**config.mk**
```make
export PLATFORM = sky130hd
export DESIGN_NAME = window_gen_3x3
export DESIGN_NICKNAME = d
export VERILOG_FILES = /design/src/rtl/mynet_pkg.sv /design/src/rtl/line_buffer_ram.sv /design/src/rtl/window_gen_3x3.sv
export SDC_FILE = /design/constraint.sdc
export NUM_CORES = 1
export LEC_CHECK = 0
export ABC_AREA = 1
export CORE_MARGIN = 2
export CORE_UTILIZATION = 45
export CTS_BUF_LIST = sky130_fd_sc_hd__clkbuf_8
export CTS_CLUSTER_SIZE = 8
export DETAILED_ROUTE_END_ITERATION = 10
export PLACE_DENSITY = 0.59
export SETUP_SLACK_MARGIN = 0.02
export SKIP_CTS_REPAIR_TIMING = 1
export SLEW_MARGIN = 20
export SYNTH_ARGS = -nofsm -noshare
export SYNTH_HDL_FRONTEND = slang
export SYNTH_SLANG_ARGS = --single-unit
```
**constraint.sdc**
```tcl
create_clock -name clk -period 3.3 [get_ports clk]
set_input_delay 0.66 -clock clk [delete_from_list [all_inputs] [get_ports clk]]
set_output_delay 0.66 -clock clk [all_outputs]
set_load 0.02 [all_outputs]
```
**src/rtl/mynet_pkg.sv**
```systemverilog
// Activation types shared between the window generator and the ternary adder.
package mynet_pkg;

  localparam int ACT_W = 6;

  typedef logic signed [ACT_W-1:0] act_t;

endpackage

```
**src/rtl/line_buffer_ram.sv**
```systemverilog
// Single-port line buffer: combinational read of the old word, synchronous write of the new one.
module line_buffer_ram
  import mynet_pkg::*;
#(
  parameter int DEPTH     = 16,
  parameter int ADDR_BITS = 4
) (
  input  logic                 clk,
  input  logic                 we,
  input  logic [ADDR_BITS-1:0] addr,
  input  act_t                 wdata,
  output act_t                 rdata
);

  act_t mem [DEPTH];

  assign rdata = mem[addr];

  // Contents are deliberately left unreset; rows 0-1 of a frame are never fired.
  always_ff @(posedge clk) begin
    if (we) begin
      mem[addr] <= wdata;
    end
  end

endmodule

```
**src/rtl/window_gen_3x3.sv**
```systemverilog
// Streaming 3x3 window generator: two line buffers feed a 3x3 tap array that
// presents every fully-populated neighbourhood of a raster-order frame.
module window_gen_3x3
  import mynet_pkg::*;
#(
  parameter int IMG_WIDTH  = 16,
  parameter int IMG_HEIGHT = 16,
  parameter int ADDR_BITS  = 4,
  parameter int ROW_BITS   = 4
) (
  input  logic clk,
  input  logic rst_n,
  input  logic in_valid,
  input  act_t in_data,
  input  logic sof,
  output act_t x11,
  output act_t x12,
  output act_t x13,
  output act_t x21,
  output act_t x22,
  output act_t x23,
  output act_t x31,
  output act_t x32,
  output act_t x33,
  output logic fire,
  output logic frame_done
);

  localparam logic [ADDR_BITS-1:0] COL_LAST = ADDR_BITS'(IMG_WIDTH - 1);
  localparam logic [ROW_BITS-1:0]  ROW_LAST = ROW_BITS'(IMG_HEIGHT - 1);

  logic [ADDR_BITS-1:0] col_reg, col_next, pc;
  logic [ROW_BITS-1:0]  row_reg, row_next, pr;
  logic                 fire_reg, frame_done_reg;
  act_t                 lb1_rd, lb2_rd;
  act_t                 col_in [3];

  // sof forces the current pixel to (0,0), even mid-frame.
  assign pc = sof ? '0 : col_reg;
  assign pr = sof ? '0 : row_reg;

  always_comb begin
    col_next = pc + ADDR_BITS'(1);
    row_next = pr;
    if (pc == COL_LAST) begin
      col_next = '0;
      row_next = (pr == ROW_LAST) ? '0 : pr + ROW_BITS'(1);
    end
  end

  always_ff @(posedge clk or negedge rst_n) begin
    if (!rst_n) begin
      col_reg        <= '0;
      row_reg        <= '0;
      fire_reg       <= 1'b0;
      frame_done_reg <= 1'b0;
    end else begin
      fire_reg       <= 1'b0;
      frame_done_reg <= 1'b0;
      if (in_valid) begin
        col_reg        <= col_next;
        row_reg        <= row_next;
        fire_reg       <= (pr >= ROW_BITS'(2)) && (pc >= ADDR_BITS'(2));
        frame_done_reg <= !sof && (pr == ROW_LAST) && (pc == COL_LAST);
      end
    end
  end

  line_buffer_ram #(
    .DEPTH    (IMG_WIDTH),
    .ADDR_BITS(ADDR_BITS)
  ) u_lb1 (
    .clk  (clk),
    .we   (in_valid),
    .addr (pc),
    .wdata(in_data),
    .rdata(lb1_rd)
  );

  line_buffer_ram #(
    .DEPTH    (IMG_WIDTH),
    .ADDR_BITS(ADDR_BITS)
  ) u_lb2 (
    .clk  (clk),
    .we   (in_valid),
    .addr (pc),
    .wdata(lb1_rd),
    .rdata(lb2_rd)
  );

  // Tap row 0 is the oldest image row, row 2 the current one.
  assign col_in[0] = lb2_rd;
  assign col_in[1] = lb1_rd;
  assign col_in[2] = in_data;

  genvar gi;
  generate
    for (gi = 0; gi < 3; gi++) begin : g_row
      act_t tap_reg [3];

      always_ff @(posedge clk or negedge rst_n) begin
        if (!rst_n) begin
          tap_reg[0] <= '0;
          tap_reg[1] <= '0;
          tap_reg[2] <= '0;
        end else if (in_valid) begin
          tap_reg[0] <= tap_reg[1];
          tap_reg[1] <= tap_reg[2];
          tap_reg[2] <= col_in[gi];
        end
      end
    end
  endgenerate

  assign x11 = g_row[0].tap_reg[0];
  assign x12 = g_row[0].tap_reg[1];
  assign x13 = g_row[0].tap_reg[2];
  assign x21 = g_row[1].tap_reg[0];
  assign x22 = g_row[1].tap_reg[1];
  assign x23 = g_row[1].tap_reg[2];
  assign x31 = g_row[2].tap_reg[0];
  assign x32 = g_row[2].tap_reg[1];
  assign x33 = g_row[2].tap_reg[2];

  assign fire       = fire_reg;
  assign frame_done = frame_done_reg;

endmodule
```
==> out/results.ini <==
[outcome]
status = completed

[finish]
mostFrequentLayoutCells = nand2_1, edfxtp_1, inv_1
drive_gt1_share_pct = 10.8
n_antenna_cell = 0
fin_util_pct = 54.4
fin_nets = 1137
syn2layout_area_growth_pct = 19.7
instances_no_fill = 1472
final_common_cell = nand2_1
nFillCells = 2084
top_regs = u_lb1.mem: 96 flops, u_lb2.mem: 96 flops

[floorplanning]
start_util_pct = 45.4
die_x_microns = 157
fp.coreArea_sq_mm = 0.0233
dieArea_sq_mm = 0.0247
num_rows = 56
boundaryPins = 66
die_h_microns = 157

[clock_tree]
clk_pin_slew_ns = 0.06
root_buffer = clkbuf_8
clkSinkCount = 256
cts.path.max_buffers = 3
cts_buffers = 42
cts_tree = yes
h-tree-depth = 2
clock_latency_ns = 0.54

[synth]
synthMuxAreaShare_pct = 0
yosysTopAreaCellShare_pct = 54.6
syn_inst = 1012
synthTopCellsByArea = edfxtp_1, dfrtp_1, nand2_1
syn_nets = 1024
yosysWarnings = 0
synthAdderAreaFrac_pct = 0.237
ys_ff_latch = 256
synthDistinctLibCells = 31
synthesis.area_sq_mm = 0.0106
synth_xor_area_share_pct = 0.166
yosys.area_share.simple_pct = 19.5
ys_seq_area_share_pct = 69.8
synth_area_leader_cell = edfxtp_1
synth_top_family_by_area = simple AND/OR/NAND/NOR gates
syn_avg_cell_area_sq_um = 10.4
synth_compound_area_share_pct = 4.70

[drt]
drt_iter0_markers = 650
wl_per_cell_microns = 17.4
ant_nets = 0
drcViolationCount = 0
vias = 7287
wl_microns = 25600
firstDrtPassIters = 5
viasPerCell = 4.95

[job]
drv_cap = 0

[global_route]
grtUsageTotal_pct = 21.4
antenna_found_initial = 0
grt_max_degree = 55
grt_first_pass_wirelength_microns = 39800
first_global_vias = 7120
grt_overflow = 0

[timing]
hold_viol = 0
slew_violations = 0
relSlewSlack_pct = 45.1
period_share_pct = 74.5
worstMarginPinSlew_ns = 0.822
finalSetupViolations = 0
grt_setup_unrepaired = false
hold_ws_ns = 0.142
finalSetupTns_ns = 0
max_freq_ghz = 0.407
period_needed_ns = 2.46
clock_skew_ns = 0.0306

[place]
io_buffers = 65
placed_cells = 1400
hpwl_microns = 16400
gp_congestion = 0.808

[setup_path]
critPathKind = register to register
critical_path_arrival_ns = 2.66
cp_max_fo = 24
cp.required_ns = 3.50
critPathLaunchType = register
crit_path_end_kind = register

[power_and_ir_drop]
p_per_area_mw_per_mm2 = 601
peakVddDrop_uv = 249
total_power_mw = 7.59
p_leak_nw = 5.45

[hold_path]
hold_path_class = input pin to async pin

[power breakdown]
group,internal [mW],switching (mW),total (mW),leakage (nW)
Clock,1.51,1.17,2.68,0.476
Sequential,3.70,0.0996,3.80,2.54
Combinational,0.403,0.711,1.11,2.43
[worst paths after layout]
| check | from | to | slack, ns | depth (start not counted) |
|---|---|---|---|---|
| setup reg to reg | col_reg[0] | u_lb2.mem[11][1] | 0.84 | 7 |
| min in group clk | x21[1] | x21[1] | 0.47 | 2 |
| hold / removal | rst_n | fire | 0.14 | 1 |
| hold reg to reg | x21[1] | x21[1] | 0.47 | 2 |
| setup / recovery | col_reg[0] | u_lb2.mem[11][1] | 0.84 | 7 |
| max in group asynchronous | rst_n | x13[0] | 2.38 | 2 |
[final cells by class]
cell class / count / area, sq um / area share, %
Sequential cell: 256 / 7370 / 58.3
Inverter: 97 / 364 / 2.88
Multi-Input combinational cell: 610 / 2620 / 20.7
Timing Repair Buffer: 118 / 1060 / 8.41
Tap cell: 319 / 399 / 3.16
Clock inverter: 19 / 97.6 / 0.772
Clock buffer: 53 / 729 / 5.77
[worst max-delay path: stages, from the launching register on]
cell and delay (ns):
dfrtp_2 0.73, inv_1 0.23, nor2_2 0.14, buf_4 0.25, ha_1 0.20, nand2_1 0.14
nor3_2 0.19, buf_4 0.25
[cell families after synthesis]
| group | Yosys count |
|---|---|
| AOI/OAI and AO/OA | 96 |
| xor gates and xnor gates | 2 |
| adders and majority gates | 2 |
| buffers and inverters | 146 |
| DFF | 256 |
| and+or+nand+nor | 510 |
[per-stage QoR]
step,worst slack (ns),instance area (sq um)
floorplan,0.546,10600
global placement,0.462,11800
detailed placement,0.434,11800
CTS,0.833,12600
global route,0.676,12600
finish,0.842,12600
[synth_stat cells, drive strengths merged]
cell / number
xnor2: 1
nor2: 86
dfrtp: 64
edfxtp: 192
nand3: 76
o21ai: 80
clkbuf: 22
o22ai: 1
a21boi: 1
nand4: 6
clkinv: 1
buf: 27
nor3: 5
a21oi: 9
inv: 96
o31ai: 1
a211oi: 1
xor2: 1
o211ai: 3
ha: 2
nand3b: 1
nand2: 331
or2: 5
[metal layers]
layer | share of wire (%) | track usage, %
met3 | 7.1 | 4.60
met4 | 2.5 | 7.19
met2 | 45 | 33.2
met1 | 45 | 30.1
met5 | 0 | 0
Power figures use the tool's default switching activity.
